File: config.mk
export PLATFORM = sky130hd
export DESIGN_NAME = multu_seq_hilo
export DESIGN_NICKNAME = d
export VERILOG_FILES = /design/src/rtl/multu_seq_hilo.sv
export SDC_FILE = /design/constraint.sdc
export NUM_CORES = 1
export LEC_CHECK = 0
export ABC_AREA = 1
export BUFFER_PORTS_ARGS = -buffer_cell sky130_fd_sc_hd__buf_2
export CAP_MARGIN = 20
export CORE_MARGIN = 2
export CORE_UTILIZATION = 35
export DETAILED_ROUTE_END_ITERATION = 10
export GPL_ROUTABILITY_DRIVEN = 1
export SLEW_MARGIN = 10
export SYNTH_ARGS = -nofsm -noshare
export SYNTH_HDL_FRONTEND = slang
export SYNTH_SLANG_ARGS = --single-unit
File: constraint.sdc
create_clock -name clk -period 4.6 [get_ports clk]
set_input_delay 0.92 -clock clk [delete_from_list [all_inputs] [get_ports clk]]
set_output_delay 0.92 -clock clk [all_outputs]
set_load 0.02 [all_outputs]
File: src/rtl/multu_seq_hilo.sv
// Issue sequencer and architectural HI/LO registers for the iterative unsigned multiplier.
// Runs ITER iteration cycles, one result-out cycle, then captures (or accumulates) the product.
module multu_seq_hilo #(
  parameter int ITER = 32
) (
  input  logic        clk,
  input  logic        reset,
  input  logic        op_valid,
  input  logic [5:0]  funct,
  input  logic [31:0] op_a,
  input  logic [31:0] op_b,
  input  logic [63:0] mul_product,
  output logic [5:0]  mul_signal,
  output logic [31:0] mul_dataA,
  output logic [31:0] mul_dataB,
  output logic        stall,
  output logic [31:0] hi,
  output logic [31:0] lo,
  output logic [31:0] rd_data
);

  localparam int CW = $clog2(ITER) + 1;

  localparam logic [5:0] F_MULTU = 6'd25;
  localparam logic [5:0] F_MADDU = 6'd28;
  localparam logic [5:0] F_MFHI  = 6'd16;
  localparam logic [5:0] F_MTHI  = 6'd17;
  localparam logic [5:0] F_MFLO  = 6'd18;
  localparam logic [5:0] F_MTLO  = 6'd19;

  typedef enum logic [1:0] {IDLE, RUN, OUT, CAP} state_t;

  state_t        state_reg;
  logic [CW-1:0] cnt_reg;
  logic [31:0]   op_a_reg;
  logic [31:0]   op_b_reg;
  logic          is_maddu_reg;
  logic [31:0]   hi_reg;
  logic [31:0]   lo_reg;

  always_ff @(posedge clk) begin
    if (reset) begin
      state_reg    <= IDLE;
      cnt_reg      <= '0;
      op_a_reg     <= '0;
      op_b_reg     <= '0;
      is_maddu_reg <= 1'b0;
      hi_reg       <= '0;
      lo_reg       <= '0;
    end else begin
      unique case (state_reg)
        IDLE: begin
          if (op_valid) begin
            case (funct)
              F_MULTU, F_MADDU: begin
                op_a_reg     <= op_a;
                op_b_reg     <= op_b;
                is_maddu_reg <= (funct == F_MADDU);
                cnt_reg      <= '0;
                state_reg    <= RUN;
              end
              F_MTHI:  hi_reg <= op_a;
              F_MTLO:  lo_reg <= op_a;
              default: ;
            endcase
          end
        end
        RUN: begin
          cnt_reg <= cnt_reg + 1'b1;
          if (cnt_reg == CW'(ITER - 1))
            state_reg <= OUT;
        end
        OUT: state_reg <= CAP;
        CAP: begin
          // The multiplier returns only the raw product; the accumulate happens here.
          if (is_maddu_reg)
            {hi_reg, lo_reg} <= {hi_reg, lo_reg} + mul_product;
          else
            {hi_reg, lo_reg} <= mul_product;
          state_reg <= IDLE;
        end
        default: state_reg <= IDLE;
      endcase
    end
  end

  // Control code and stall are decoded from registered state only.
  always_comb begin
    mul_signal = 6'd0;
    unique case (state_reg)
      RUN:     mul_signal = is_maddu_reg ? 6'd28 : 6'd25;
      OUT:     mul_signal = is_maddu_reg ? 6'd62 : 6'd63;
      default: mul_signal = 6'd0;
    endcase
  end

  always_comb begin
    rd_data = 32'd0;
    if (op_valid) begin
      case (funct)
        F_MFHI:  rd_data = hi_reg;
        F_MFLO:  rd_data = lo_reg;
        default: rd_data = 32'd0;
      endcase
    end
  end

  assign stall     = (state_reg != IDLE);
  assign mul_dataA = op_a_reg;
  assign mul_dataB = op_b_reg;
  assign hi        = hi_reg;
  assign lo        = lo_reg;

endmodule

Word level (Yosys, flattened, before mapping)
Index checks and enable logic that the tools add are counted.

operators by class
  muxes and demuxes = 20
  reductions and logical operators = 10
  $add $sub $neg = 2
  equality and inequality tests = 15

operator list
  cell                   count
  $mux W32               7
  $pmux W32 S2           3
  $add A64 B64 Y64       1
  $eq A6 B5 Y1 const B   7
  $pmux W6 S2            2
  $reduce_and A3 Y1      5
  $mux W6                2
  $pmux W2 S4            1
  $add A6 B1 Y6 const B  1
  $mux W2                3
  $ne A2 B1 Y1 const B   3
  $reduce_bool A2 Y1     3
  $eq A2 B2 Y1 const B   2
  $ne A2 B2 Y1 const B   2
  $mux W3                1
  $eq A2 B1 Y1 const B   1
  $logic_not A2 Y1       1
  $reduce_or A2 Y1       1
  $mux W1                1

storage, ports and cells
  word-level logic and storage cells = 54
  output and inout port bits = 167
  input bits = 137
  register bits after elaboration = 137

Longest topological paths before layout
Gate-level depths: netlist of the first run.

  depth after elaboration = 5
  depth in mapped cells = 17
  mapped depth without buffers = 17

Least setup slack after synthesis of the first run
Ideal clock, no wire load.

  kind = input to output
  start point = input port funct[4]
  end point = output port rd_data[21]
  setup slack = 1508 ps
  arrival = 2172 ps
  required time = 3680 ps
  stages = 7
  path through = inv_1 > nor2_2 > nand2_1 > nor3_1 > clkbuf_1 > nand2_1 > a21oi_1

on the way
  cells in the longest elaborated chain, start to end = 3

RTL lines
  what              line  text
  start, declared   9     input logic [5:0] funct,
  $eq A6 B5 Y1      100   case (funct)
  $pmux W32 S2 (*)  100
  $mux W32 (*)      99    if (op_valid) begin
  end, declared     19    output logic [31:0] rd_data

Mark *: on every way between the ends. The rest lies on a longest branch, timed or not.

Worst setup path in the final report of the first run
  start point = input port funct[5]
  end point = output port rd_data[17]

Same word-level chain as after synthesis.

==> impl_results.md, run 1 <==
- Status: completed
- Final setup margin: 1.21 ns
- Routed len/inst: 19.5 um
- Setup repair bufs after CTS: 0
- Layout cells sized above 1: 18.2%
- Critical path type: in -> out
- Fin. Hold Viols: 0
- #FFs+latches synth: 137
- Mapped Area: 12,600 um2
- Htree depth: 4
- Critical Path RT: 3.68 ns
- Grt ovf: 0
- CP Launch Type: input pin
- Final period util: 73.7%
- Via/cell ratio: 5.04
- Critical Path AT: 2.47 ns
- HP Class: reg -> reg
- Fmax: 0.295 GHz
- Warnings from Yosys: 0
- Global-route wire length before repair: 87,200 um
- Number of buffers created by CTS: 17
- Syn_area_per_cell: 5.53 um2
- Horiz. Die Dim: 194 um
- Hold_buf cts: 0
- DP Worst Slack: 1.22 ns
- CTS root buf: clkbuf_16
- Fin crit period: 3.39 ns
- CTS tree: done
- Synthesized netlist net count: 2,489
- Initial cell density of the core: 35.5%
- Fillcell total: 4,075
- Clock-pin slew on the worst setup and hold paths: 0.06 ns
- Layout Skew: 0.0192 ns
- Worst-margin pin slew: 0.896 ns
- Final TNS setup: 0 ns
- Cells after Synth: 2,282
- Initial antenna violation count: 3
- Sequential-to-total area share from yosys stat: 21.7%
- Post-route antenna net violation count: 0
- Vias in the first global route: 14.4k
- Register Area: 2750 um2
- EDFF count, synth: 0
- Final wirelength: 59,000 um
- Rel. slew slack: 40.3%
- Initial DRC count: 1,159
- Library cells used by synthesis: 38
- Ys async rst share: 0%
- Worst skew pair latency: 0.45 ns
- Clk sinks: 137
- Total GRT Usage: 30.6%
- DRC: 0
- Static leakage: 8.39 nW
- Via count: 15.2k
- Area of the multi-input gates: 8130 um2
- DP HPWL: 48,400 um
- Layout Area Growth over Synthesis: 19.7%
- PortBufs: 303
- I/O Pins: 304
- Final setup fails: 0
- Area contributors post-synth: nand2_1 22%, dfxtp_1 22%, inv_1 11%
- Pwr dens: 231 nW/um2
- Worst-path maximum fanout: 16
- Unrepaired setup endpoints after global routing: no
- Largest net degree at the start of global routing: 76
- Post-CTS Resized: 0
- Clk buf depth: 2
- Routability cong.: 1.03
- MaxCap Viol Count: 0
- # nets final: 2,753
- CP endpoint kind: primary output
- Full die area: 37,600 um2
- Pre-antenna DRT Iters: 5
- Die height: 194 um
- VDD IR max: 0.293 mV
- Post-route core utilization: 42.4%
- Area share of the largest cell type after synthesis: 22.0%
- Core ar.: 35,600 um2
- Std cell rows: 69
- Dominant synthesized flop cell: dfxtp_1
- Final Max Tran Viols: 0
- Yosys top cell by area: nand2_1
==> cells in the mapped netlist (all sizes together), types with 4 or more instances <==
cell      n
o211ai    4
nor3     20
buf      30
nor3b     4
xor2     26
dfxtp   137
inv     371
xnor2     5
nand2   780
nor2    348
ha       69
o21ai   138
clkbuf   46
nand4    14
a21oi   208
nand3    69
==> stage by stage <==
stage          power (mW)  instance area (um2)  cells  hold slack, ns
2_1_floorplan        1.82                12600   2282           0.466
3_3_place_gp         2.11                14500   2987           0.450
3_5_place_dp         2.12                14500   2988           0.452
4_1_cts              3.48                15100   3020           0.462
5_1_grt              3.63                15100   3021           0.485
6_report             3.48                15100   3021           0.460
==> cells in the final DEF, fill, tap and decap left out, types with 26 or more instances in the layout <==
cell,n
nand2_1,741
inv_1,360
nor2_1,321
buf_2,303
a21oi_1,196
dfxtp_1,136
o21ai_0,128
ha_1,69
nand3_1,59
nand2_2,39
xor2_1,26
==> metal layers <==
layer,vias to the layer above,global-route usage (%),routed length [um]
li1,7558,-,-
met2,620,50.2,26500
met1,6934,39.7,25400
met5,-,0,13
met4,2,14.5,2950
met3,111,4.24,4110
==> kinds of logic after synthesis <==
kind of cell	synth area share [%]
adders and majority gates	7.00
buffers and inverters	13.9
and+or+nand+nor	40.4
AOI/OAI and AO/OA	14.8
DFF	21.7
xor gates and xnor gates	2.15
==> layout make-up <==
type | instances | area share [%]
Inverter | 374 | 9.30
Clock inverter | 13 | 0.878
Multi-Input combinational cell | 1695 | 53.9
Tap cell | 461 | 3.82
Timing Repair Buffer | 321 | 11.1
Antenna cell | 1 | 0.0166
Sequential cell | 137 | 18.2
Clock buffer | 19 | 2.87
==> worst max-delay path, stage by stage <==
cell	delay, ns
buf_2	0.10
nor2_2	0.14
nand2_1	0.13
nor3_2	0.24
buf_4	0.30
nand2_1	0.09
a21oi_1	0.31
buf_2	0.24
==> worst paths after layout <==
check | from | endpoint | slack [ns] | depth (start not counted)
max | funct[5] | rd_data[17] | 1.21 | 8
min | mul_dataA[0] | mul_dataA[0] | 0.46 | 2
max reg2reg | lo[0] | lo[30] | 1.94 | 13
min reg2reg | mul_dataA[0] | mul_dataA[0] | 0.46 | 2
==> report_power, final <==
group / internal [mW] / total (mW) / switching (mW) / leakage [nW]
combinational: 0.260 / 0.845 / 0.585 / 7.03
clock: 0.757 / 1.37 / 0.615 / 0.264
sequential: 1.22 / 1.26 / 0.0461 / 1.11
total: 2.24 / 3.48 / 1.25 / 8.39
(Power assumes the default switching activity.)
==> run 2, diff against run 1 <==
--- a/config.mk
+++ b/config.mk
@@ -5,7 +5,7 @@
 export SDC_FILE = /design/constraint.sdc
 export NUM_CORES = 1
 export LEC_CHECK = 0
-export ABC_AREA = 1
+export ABC_AREA = 0
 export BUFFER_PORTS_ARGS = -buffer_cell sky130_fd_sc_hd__buf_2
 export CAP_MARGIN = 20
 export CORE_MARGIN = 2
==> constraint.sdc (replaced) <==
create_clock -name clk -period 3.16 [get_ports clk]
set_input_delay 0.632 -clock clk [delete_from_list [all_inputs] [get_ports clk]]
set_output_delay 0.632 -clock clk [all_outputs]
set_load 0.02 [all_outputs]
==> run 2 against run 1 <==
Synthesized cell count decreased by 38%. Critical path depth is 4 higher. Utilization up 8.9 points. Critical path type is now reg -> reg. Clock power is 55% higher. Routed wire length is 23% lower. The flow now finishes with violations (setup timing). Sequential share of layout area is 0.31 points higher. Via count decreased by 16%. Cell count is 24% lower. Combinational power decreased by 9.9%. Hold slack lost 0.038 ns. First-iteration DRC count down 34%.
==> impl_results.md, run 2 <==
- Via/cell ratio: 5.52
- DRC: 0
- Final period util: 104%
- Sequential-to-total area share from yosys stat: 26.5%
- Post-route insts no fill: 2,306
- Dominant synthesized flop cell: dfxtp_1
- Synthesized netlist net count: 1,627
- MaxCap Viol Count: 0
- CP endpoint kind: flop
- PortBufs: 303
- Routability cong.: 0.971
- Clk buf depth: 2
- Area share of the largest cell type after synthesis: 26.5%
- Hold path start: op_b[9]
- Total GRT Usage: 28.2%
- EDFF count, synth: 0
- Hold_buf cts: 0
- Initial antenna violation count: 1
- DP Worst Slack: -0.646 ns
- Horiz. Die Dim: 176 um
- Library cells used by synthesis: 70
- Final Max Tran Viols: 0
- Initial DRC count: 767
- Full die area: 31,000 um2
- Fmax: 0.304 GHz
- Core ar.: 28,900 um2
- Via count: 12.7k
- Critical Path AT: 3.63 ns
- Htree depth: 4
- CP endpoint: hi[26]
- Syn_area_per_cell: 7.29 um2
- CP Launch Type: flop
- Post-route antenna net violation count: 0
- Clock-pin slew on the worst setup and hold paths: 0.08 ns
- HP Class: in -> reg
- Fillcell total: 2,951
- Worst-margin pin slew: 0.738 ns
- Pre-antenna DRT Iters: 7
- Worst skew pair latency: 0.44 ns
- Warnings from Yosys: 0
- Layout cells sized above 1: 33.9%
- Clk sinks: 137
- Std cell rows: 62
- Ys async rst share: 0%
- Final wirelength: 45,200 um
- Vias in the first global route: 12.1k
- Final setup fails: 2
- Cells after DPL: 2,265
- R2r endpoint: hi[26]
- FF-to-FF Start: lo[0]
- Routed len/inst: 19.6 um
- Unrepaired setup endpoints after global routing: yes
- Commonest non-fill, non-tap cell in the layout: buf_2
- Area of the multi-input gates: 7420 um2
- Global-route wire length before repair: 67,600 um
- Grt ovf: 0
- Area contributors post-synth: dfxtp_1 27%, a21oi_1 9.1%, nand2_1 8.8%
- Ant. Diodes: 0
- Rel. slew slack: 50.8%
- Cells after Synth: 1,420
- I/O Pins: 304
- Pwr dens: 313 nW/um2
- Fin area: 14,800 um2
- Layout Skew: 0.0175 ns
- Most frequent cells in the layout: 302 x buf_2, 256 x buf_4, 240 x nand2_1
- Most frequent cell after synthesis: nand2_1
- Yosys top cell by area: dfxtp_1
- Initial cell density of the core: 35.8%
- Status: complete, but fails checks
- Mapped Area: 10,300 um2
- Static leakage: 6.99 nW
- Number of buffers created by CTS: 17
- # nets final: 2,116
- VDD IR max: 0.364 mV
- Worst-path maximum fanout: 2
- CTS tree: done
- Failing checks: setup timing
- Largest net degree at the start of global routing: 67
- Final Power: 4.65 mW
- Worst-case reg-to-reg path depth: 12
- Critical Path RT: 3.49 ns
- Synth cell count leaders: 242 x nand2_1, 189 x a21oi_1, 141 x nor2_1, 137 x dfxtp_1, 79 x clkbuf_1
- Crit. Startpoint: lo[0]
- CTS root buf: clkbuf_16
- Critical path type: reg -> reg
- DP HPWL: 36,000 um
- Fin. Hold Viols: 0
- Register Area: 2750 um2
- #FFs+latches synth: 137
- Final setup margin: -0.132 ns
- Die height: 176 um
- Post-DP Area: 14,000 um2
- Layout Area Growth over Synthesis: 43.5%
- R2R setup slack: -0.13 ns
- Fin crit period: 3.29 ns
[run 2: cell types whose count changed in the layout (fill, tap and decap cells not counted), sizes merged, moves of 36 or more]
cell    change
a22oi      +36
nor2b      +40
inv       -344
nor2      -207
nand3      -47
a211oi     +39
buf       +241
nand2     -538
o21ai      -84
a21o       +52
[run 2: timing repair]
item / CTS / global route
hold endpoints to repair: 0 / 0
buffers inserted: 3 / 8
endpoints found under the setup margin: 5 / 22
gates resized for setup: 10 / 35
pin swaps: 11 / 22
[run 2: per-stage QoR]
step / utilization, % / hold WS (ns) / setup TNS (ns)
after detailed placement: 48.2 / 0.441 / -12.02
after global placement: 48.2 / 0.435 / -10.08
final: 51.3 / 0.422 / -0.226
after CTS: 50.5 / 0.422 / -0.160
after global routing: 51.3 / 0.411 / -0.520
after floorplan: - / 0.472 / -0.555
[run 2: worst max-delay path, stage by stage (launching register included)]
cell	delay, ns
dfxtp_2	0.34
ha_4	0.17
fa_2	0.34
a21o_1	0.19
and4_4	0.16
o2111ai_2	0.19
o211ai_2	0.15
a211oi_4	0.32
a211oi_4	0.12
o311ai_4	0.34
a2111oi_4	0.13
or4_1	0.52
a32o_1	0.23
[run 2: worst min-delay path by stage]
stage                               end  slack [ns]  cells after the start
after floorplan              cnt_reg[1]        0.47                      2
after global placement    mul_dataB[14]        0.43                      2
after detailed placement  mul_dataB[15]        0.44                      2
after CTS                 mul_dataB[26]        0.42                      3
after global routing      mul_dataB[30]        0.41                      3
final                      mul_dataB[9]        0.42                      3
[run 2: per-layer routing]
metal	vias up	wire (um)	share of wire (%)	GRT usage, %
met5	-	13	0.029	0
met4	2	1370	3.0	8.54
met3	88	3360	7.4	5.86
met2	509	21000	46	46.6
met1	6016	19500	43	37.0
li1	6109	-	-	-
[run 2: final cells by class]
cell class / instances / area share (%)
tap: 384 / 3.24
multi-input combinational: 1167 / 49.9
clock buffer: 17 / 2.86
timing repair buffer: 562 / 23.7
clock inverter: 15 / 1.19
inverter: 24 / 0.607
sequential: 137 / 18.5
[run 2: cell families (layout without fill, tap and decap cells)]
family | after synthesis | in the layout | share of synthesized area (%)
simple gates | 525 | 525 | 22.2
xor+xnor | 49 | 49 | 4.15
mux | 35 | 35 | 3.41
compound gates | 488 | 488 | 30.9
buf+inv | 116 | 618 | 4.34
fa+ha+maj | 70 | 70 | 8.54
flops | 137 | 137 | 26.5
[run 2: where the power goes]
group          internal, mW  switching (mW)  leakage, nW  total [mW]
Combinational         0.303           0.458         5.60       0.761
Sequential             1.74          0.0135         1.11        1.76
Clock                  1.13           0.993        0.293        2.13
